--- src/rtl/mux4_arbiter.sv ---
// Four-input round-robin arbiter feeding a single registered output word with valid/ready handshake.
// Optional build macro MUX4_ARB_LOCK_EN adds a Lock input that lets the current owner keep the grant.
module mux4_arbiter #(
    parameter int W = 8
) (
    input  logic         Clk,
    input  logic         Rst_n,
    input  logic [3:0]   Req,
    input  logic [W-1:0] D0,
    input  logic [W-1:0] D1,
    input  logic [W-1:0] D2,
    input  logic [W-1:0] D3,
`ifdef MUX4_ARB_LOCK_EN
    input  logic [3:0]   Lock,
`else
`endif
    input  logic         Ready,
    output logic [3:0]   Ack,
    output logic [1:0]   Sel,
    output logic [W-1:0] O,
    output logic         Valid
);

    typedef enum logic {
        IDLE = 1'b0,
        BUSY = 1'b1
    } state_t;

    state_t         state_q, state_d;
    logic [W-1:0]   o_q, o_d;
    logic [1:0]     sel_q, sel_d;
    logic [1:0]     last_q, last_d;
    logic [3:0]     ack_d;
    logic [1:0]     win;
    logic           cap_opp;

    // First set request bit searched from last+1 up to last+4 (i.e. last itself).
    function automatic logic [1:0] rr_pick(input logic [3:0] req, input logic [1:0] last);
        logic [1:0] idx;
        rr_pick = last;
        for (int k = 4; k >= 1; k--) begin
            idx = last + 2'(k);
            if (req[idx]) rr_pick = idx;
        end
    endfunction

    function automatic logic [W-1:0] dmux(input logic [1:0] s, input logic [W-1:0] a,
                                          input logic [W-1:0] b, input logic [W-1:0] c,
                                          input logic [W-1:0] d);
        case (s)
            2'd0:    dmux = a;
            2'd1:    dmux = b;
            2'd2:    dmux = c;
            default: dmux = d;
        endcase
    endfunction

    always_comb begin
        state_d = state_q;
        o_d     = o_q;
        sel_d   = sel_q;
        last_d  = last_q;
        ack_d   = 4'b0000;
        win     = rr_pick(Req, last_q);
`ifdef MUX4_ARB_LOCK_EN
        if (state_q == BUSY && Lock[sel_q] && Req[sel_q]) win = sel_q;
`else
`endif
        cap_opp = (state_q == IDLE) || Ready;
        if (cap_opp) begin
            if (|Req) begin
                ack_d   = 4'b0001 << win;
                o_d     = dmux(win, D0, D1, D2, D3);
                sel_d   = win;
                last_d  = win;
                state_d = BUSY;
            end else begin
                state_d = IDLE;
            end
        end
    end

    // Ack is combinational, so it must be masked directly while reset is held.
    assign Ack   = Rst_n ? ack_d : 4'b0000;
    assign Sel   = sel_q;
    assign O     = o_q;
    assign Valid = (state_q == BUSY);

    always_ff @(posedge Clk or negedge Rst_n) begin
        if (!Rst_n) begin
            state_q <= IDLE;
            o_q     <= '0;
            sel_q   <= 2'b00;
            last_q  <= 2'b11;
        end else begin
            state_q <= state_d;
            o_q     <= o_d;
            sel_q   <= sel_d;
            last_q  <= last_d;
        end
    end

endmodule

--- config.mk ---
export PLATFORM = sky130hd
export DESIGN_NAME = mux4_arbiter
export DESIGN_NICKNAME = d
export VERILOG_FILES = /design/src/rtl/mux4_arbiter.sv
export SDC_FILE = /design/constraint.sdc
export NUM_CORES = 1
export LEC_CHECK = 0
export CORE_ASPECT_RATIO = 1.2
export CORE_MARGIN = 2
export CORE_UTILIZATION = 30
export DETAILED_ROUTE_END_ITERATION = 8
export PLACE_DENSITY = 0.71
export SLEW_MARGIN = 40
export SYNTH_ARGS = -nofsm -noshare
export SYNTH_HDL_FRONTEND = slang
export SYNTH_SLANG_ARGS = --single-unit
--- constraint.sdc ---
create_clock -name Clk -period 2.47 [get_ports Clk]
set_clock_uncertainty 0.15 [all_clocks]
set_input_delay 0.494 -clock Clk [delete_from_list [all_inputs] [get_ports Clk]]
set_output_delay 0.494 -clock Clk [all_outputs]
set_load 0.05 [all_outputs]
==> flow_summary.json, run 1 <==
{
  "n_antenna_cell": 0,
  "setup_violations": 0,
  "vias_per_cell": 5.197,
  "synth-seq-area-share_pct": 36.49,
  "fin_nets": 189,
  "hold_viol_final": 0,
  "cts_tree": "built",
  "crit_type": "flop to output port",
  "initial_core_util_pct": 31.95,
  "port_buffers": 53,
  "rsz0062_at_grt": "yes",
  "cts-root-buf": "clkbuf_4",
  "grt_pass1_wl_um": 4857,
  "ant_nets": 0,
  "crit_required_ns": 1.83,
  "synth_top_cell_by_area": "dfrtp_1",
  "chipWidth_um": 53.96,
  "post-route-util_pct": 60.57,
  "hold_class": "flop to flop",
  "power_frac_seq_pct": 24.3,
  "core_area_um2": 2811,
  "switching_share_pct": 45.10,
  "drtPass1Iterations": 4,
  "ys_ff_latch": 13,
  "mostFrequentLayoutCell": "clkdlybuf4s50_1",
  "path_clk_slew_ns": 0.08,
  "grt_max_degree": 17,
  "drt_iter0_markers": 10,
  "netlist_top_cells_area": "dfrtp_1 31%, a211o_1 7.8%, a21boi_0 6.7%, mux2_1 6.3%, o221a_1 6.3%",
  "outcome": "finished, final reports clean",
  "peakVddDrop_v": 0.0005220,
  "h-tree-depth": 1,
  "synth_area_per_cell_um2": 11.09,
  "syn_to_final_growth_pct": 89.55,
  "grt-ovfl-total": 0,
  "cp-start-kind": "flop",
  "yosys.cell_types.count": 29,
  "drv_cap": 0,
  "ioPinCount": 54,
  "slew_headroom_pct": 65.99,
  "place_ws_ns": -0.2058,
  "synthesis.area_um2": 898.4,
  "drive_above_1_share_pct": 28.86,
  "netSwitchingPower_mw": 0.6578,
  "drc": 0,
  "drv_slew": 0,
  "final_cell_mix": "45 x clkdlybuf4s50_1, 13 x buf_4, 11 x dfrtp_1, 8 x a21boi_0, 8 x a211o_1",
  "final.min_clock_period_ns": 2.428,
  "cp_max_fo": 7,
  "globalRouteTotalUtil_pct": 19.29,
  "fin_setup_tns_ns": 0,
  "netlist_instances": 81,
  "pwr-share-clk_pct": 9.3,
  "cp_slowest_cell": "dfstp_2",
  "antenna_found_initial": 0,
  "internal-power_mw": 0.8008,
  "pwr_density_cell_nw_per_um2": 856.5,
  "place_congestion": 0.7156,
  "cp-end-kind": "output port",
  "synth_top_area_share_pct": 30.64,
  "ys_warn_count": 0,
  "insertion_delay_ns": 0.27,
  "die_area_um2": 3450,
  "wl_um": 2853,
  "wl_per_cell_um": 15.59,
  "path_cells": "nand2_2 -> a21o_1 -> nand3_4 -> nor3b_4 -> buf_12",
  "layout_setup_ws_ns": 0.04178,
  "cts_buffers": 3,
  "grt_pass1_vias": 1106,
  "fmax_mhz": 411.8,
  "crit_arrival_ns": 1.78,
  "whs_ns": 0.3451,
  "routed-via-count": 951,
  "fp.dieH_um": 63.95,
  "max_stage_delay_ns": 0.62,
  "cts_sinks": 13,
  "dp.final_hpwl_um": 2186,
  "combPwrFrac_pct": 66.5,
  "num_rows": 21,
  "ctsLongestPathBuffers": 2,
  "syn_nets": 120,
  "worstMarginPinSlew_ns": 0.5085,
  "post-route-period-util_pct": 98.31,
  "leakage_nw": 0.6756
}
[final cells by class]
class,count,area (um^2)
fillers,229,1109
repair buffers,67,684.4
multi-input cells,64,618.1
flip-flops and latches,13,327.8
well taps,34,42.54
clock buffers,4,26.28
inverters,1,3.754
[metrics by stage]
stage / instance area, um^2 / instances / power, mW
2_1_floorplan: 924.6 / 81 / 0.9412
3_3_place_gp: 1604 / 178 / 1.259
3_5_place_dp: 1604 / 178 / 1.277
4_1_cts: 1689 / 182 / 1.455
5_1_grt: 1703 / 183 / 1.543
6_report: 1703 / 183 / 1.459
[layer usage]
| layer | global-route usage [%] | share of wire, % | up-vias | routed length, um |
|---|---|---|---|---|
| li1 | - | - | 457 | - |
| met3 | 6.075 | 9.1 | 4 | 261 |
| met2 | 32.62 | 51 | 41 | 1445 |
| met1 | 21.89 | 39 | 449 | 1112 |
| met5 | 0 | 0 | - | 0 |
| met4 | 7.051 | 1.2 | 0 | 34 |
[flip-flops by register name, summed over array words and instances (netlist names)]
name,cells
last_q,2
Valid,1
Sel,2
O,8
[repair_timing]
item                                    CTS  global route
endpoints found under the hold margin     0             0
setup buffers                             0             1
gates resized for setup                  16             2
hold buffers                              0             0
pin swaps                                 6             4
endpoints found under the setup margin    4             4
[final timing paths]
kind | from | end | slack (ns) | cells after the start
worst min register to register | Sel[0]$_DFFE_PN0P_ | Sel[0]$_DFFE_PN0P_ | 0.35 | 1
worst min-delay path | Sel[0]$_DFFE_PN0P_ | Sel[0]$_DFFE_PN0P_ | 0.35 | 1
worst max register to register | last_q[1]$_DFFE_PN1P_ | O[1]$_DFFE_PN0P_ | 0.30 | 6
min in group asynchronous | Rst_n | Valid$_DFFE_PN0N_ | 0.48 | 2
worst max-delay path | last_q[1]$_DFFE_PN1P_ | Ack[1] | 0.04 | 5
max in group asynchronous | Rst_n | last_q[1]$_DFFE_PN1P_ | 1.45 | 2
[cells in the mapped netlist]
| cell type | count |
|---|---|
| dfrtp_1 | 11 |
| a211o_1 | 8 |
| a21boi_0 | 8 |
| mux2_1 | 5 |
| o221a_1 | 5 |
| nand2b_1 | 4 |
| mux2_4 | 3 |
| nand2_1 | 3 |
| nor3_1 | 3 |
| o21a_1 | 3 |
| o221a_2 | 3 |
| a21o_1 | 2 |
| a21oi_1 | 2 |
| buf_12 | 2 |
| dfstp_2 | 2 |
| nor2_1 | 2 |
| nor2b_1 | 2 |
| nor3b_1 | 2 |
| a31oi_2 | 1 |
| and2_4 | 1 |
| clkbuf_1 | 1 |
| inv_1 | 1 |
| nand2_2 | 1 |
| nand3_1 | 1 |
| nand3b_1 | 1 |
| nand4_1 | 1 |
| nor2_2 | 1 |
| nor4_1 | 1 |
| o21ai_2 | 1 |
[kinds of logic after synthesis]
group	share of synthesized area [%]
AOI/OAI and AO/OA	32.17
and+or+nand+nor	14.76
DFF	36.49
buffers and inverters	5.292
muxes	11.28
[critical path: cells and delay by family (launching register included)]
family / cells / cell delay [ns]
simple gates: 3 / 0.49
buf+inv: 1 / 0.17
flops: 1 / 0.62
compound gates: 1 / 0.21
[power by group through the flow]
stage          registers (mW)  logic (mW)  clock network (mW)
2_1_floorplan           0.575       0.366                   0
3_3_place_gp            0.353       0.906                   0
3_5_place_dp            0.352       0.925                   0
4_1_cts                 0.355       0.963               0.137
5_1_grt                 0.368        1.02               0.152
6_report                0.354       0.970               0.135
Power figures use the tool's default switching activity.
==> run 2, diff against run 1 <==
--- a/config.mk
+++ b/config.mk
@@ -5,11 +5,14 @@
 export SDC_FILE = /design/constraint.sdc
 export NUM_CORES = 1
 export LEC_CHECK = 0
+export CELL_PAD_IN_SITES_DETAIL_PLACEMENT = 1
+export CELL_PAD_IN_SITES_GLOBAL_PLACEMENT = 2
 export CORE_ASPECT_RATIO = 1.2
 export CORE_MARGIN = 2
-export CORE_UTILIZATION = 30
+export CORE_UTILIZATION = 21
 export DETAILED_ROUTE_END_ITERATION = 8
-export PLACE_DENSITY = 0.71
+export HOLD_SLACK_MARGIN = 0.15
+export PLACE_DENSITY = 0.83
 export SLEW_MARGIN = 40
 export SYNTH_ARGS = -nofsm -noshare
 export SYNTH_HDL_FRONTEND = slang
==> run 2 against run 1 <==
  * Die area up 40%
  * Design area up 3.7%
  * Register-to-register slack worse by 0.07 ns
  * Critical path type is now primary input to output port
  * Largest cell class unchanged
==> flow_summary.json, run 2 (same netlist as run 1, synthesis figures left out) <==
{
  "initial_core_util_pct": 21.41,
  "mostFrequentLayoutCell": "clkdlybuf4s50_1",
  "internal-power_mw": 0.8741,
  "crit_arrival_ns": 1.77,
  "grt-ovfl-total": 0,
  "drive_above_1_share_pct": 29.80,
  "drc": 0,
  "pwr-share-clk_pct": 12.4,
  "final.min_clock_period_ns": 2.415,
  "slew_headroom_pct": 65.51,
  "antenna_found_initial": 0,
  "ctsLongestPathBuffers": 2,
  "num_rows": 26,
  "ant_nets": 0,
  "nFillCells": 471,
  "place_congestion": 0.8012,
  "cp_num_buf_inv": 2,
  "h-tree-depth": 1,
  "power_frac_seq_pct": 22.8,
  "timing.rr.start": "last_q[1]$_DFFE_PN1P_",
  "grt_pass1_vias": 1032,
  "chipWidth_um": 63.71,
  "port_buffers": 53,
  "leakage_nw": 0.6926,
  "cts_buffers": 3,
  "peakVddDrop_v": 0.0002852,
  "cp_top_family": "simple AND/OR/NAND/NOR gates",
  "routed-via-count": 962,
  "drt_iter0_markers": 30,
  "grt_pass1_wl_um": 5168,
  "netSwitchingPower_mw": 0.6698,
  "ioPinCount": 54,
  "cp_slowest_cell": "dlygate4sd2_1",
  "max_stage_delay_ns": 0.30,
  "combPwrFrac_pct": 64.8,
  "insertion_delay_ns": 0.24,
  "switching_share_pct": 43.38,
  "crit_type": "primary input to output port",
  "cp_max_fo": 5,
  "n_antenna_cell": 0,
  "final_cell_mix": "45 x clkdlybuf4s50_1, 14 x buf_4, 11 x dfrtp_1, 8 x a21boi_0, 8 x a211o_1",
  "crit_required_ns": 1.83,
  "wl_per_cell_um": 15.59,
  "fp.dieH_um": 75.65,
  "path_clk_slew_ns": 0.05,
  "cts_tree": "built",
  "post-route-util_pct": 42.07,
  "path_cells": "dlygate4sd2_1 -> nand2b_1 -> a21o_1 -> nand3_2 -> nor3b_4 -> buf_12",
  "cts-root-buf": "clkbuf_8",
  "vias_per_cell": 4.647,
  "drtPass1Iterations": 4,
  "post-route-period-util_pct": 97.77,
  "min_from": "Sel[0]$_DFFE_PN0P_",
  "grt_max_degree": 17,
  "largest_reg_flops": 8,
  "core_area_um2": 4197,
  "outcome": "finished, final reports clean",
  "cp-end-kind": "output port",
  "hold_class": "flop to flop",
  "worstMarginPinSlew_ns": 0.5158,
  "pwr_density_cell_nw_per_um2": 874.5,
  "wl_um": 3227,
  "cp-start-kind": "primary input",
  "fmax_mhz": 414.1,
  "globalRouteTotalUtil_pct": 14.26,
  "startpoint": "Req[0]",
  "setup_violations": 0,
  "drv_slew": 0,
  "whs_ns": 0.3626,
  "drv_cap": 0,
  "cts_sinks": 13,
  "dp.final_hpwl_um": 2582,
  "total_power_mw": 1.544,
  "die_area_um2": 4819,
  "fin_nets": 191,
  "hold_viol_final": 0,
  "syn_to_final_growth_pct": 96.52
}
## run 2: path summary, 6_finish.rpt
path	to	slack (ns)	cells after the start
max	Ack[1]	0.06	6
min	Sel[0]$_DFFE_PN0P_	0.36	1
max reg2reg	O[3]$_DFFE_PN0P_	0.23	7
min reg2reg	Sel[0]$_DFFE_PN0P_	0.36	1
max in group asynchronous	last_q[1]$_DFFE_PN1P_	1.39	2
min in group asynchronous	Valid$_DFFE_PN0N_	0.53	2
## run 2: final cells by class
cell class / instances / area, um^2 / share of cell area [%]
flip-flops and latches: 13 / 327.8 / 18.57
multi-input cells: 64 / 606.8 / 34.37
inverters: 1 / 3.754 / 0.2126
well taps: 56 / 70.07 / 3.969
clock buffers: 4 / 45.04 / 2.551
repair buffers: 69 / 711.9 / 40.33
## run 2: power by group through the flow
stage,Sequential [mW],Clock [mW],Combinational [mW]
finish,0.353,0.191,1.00
global route,0.367,0.212,1.06
CTS,0.356,0.195,0.991
detailed placement,0.357,0,0.951
global placement,0.353,0,0.932
floorplan,0.575,0,0.366
## run 2: timing repair
| action | CTS | global route |
|---|---|---|
| gates resized for setup | 14 | 2 |
| buffers inserted | 1 | 1 |
| pin swaps | 3 | 2 |
| hold buffers | 0 | 0 |
| endpoints found under the setup margin | 4 | 4 |
## run 2: per-layer routing
| metal | share of wire [%] | wire length (um) | global-route usage [%] | vias to the layer above |
|---|---|---|---|---|
| met3 | 6.4 | 208 | 3.397 | 2 |
| met4 | 0.43 | 14 | 3.623 | 0 |
| met1 | 38 | 1228 | 15.01 | 468 |
| met5 | 0 | 0 | 0 | - |
| li1 | - | - | - | 458 |
| met2 | 55 | 1775 | 28.65 | 34 |
## run 2: through the flow
stage | setup slack (ns) | std cells | TNS (ns) | instance area, um^2
floorplan | -0.08283 | 81 | -0.1674 | 924.6
global placement | -0.1645 | 201 | -1.354 | 1652
detailed placement | -0.2447 | 201 | -2.296 | 1652
CTS | 0.06186 | 206 | 0 | 1749
global route | -0.01133 | 207 | -0.01133 | 1765
finish | 0.05504 | 207 | 0 | 1765
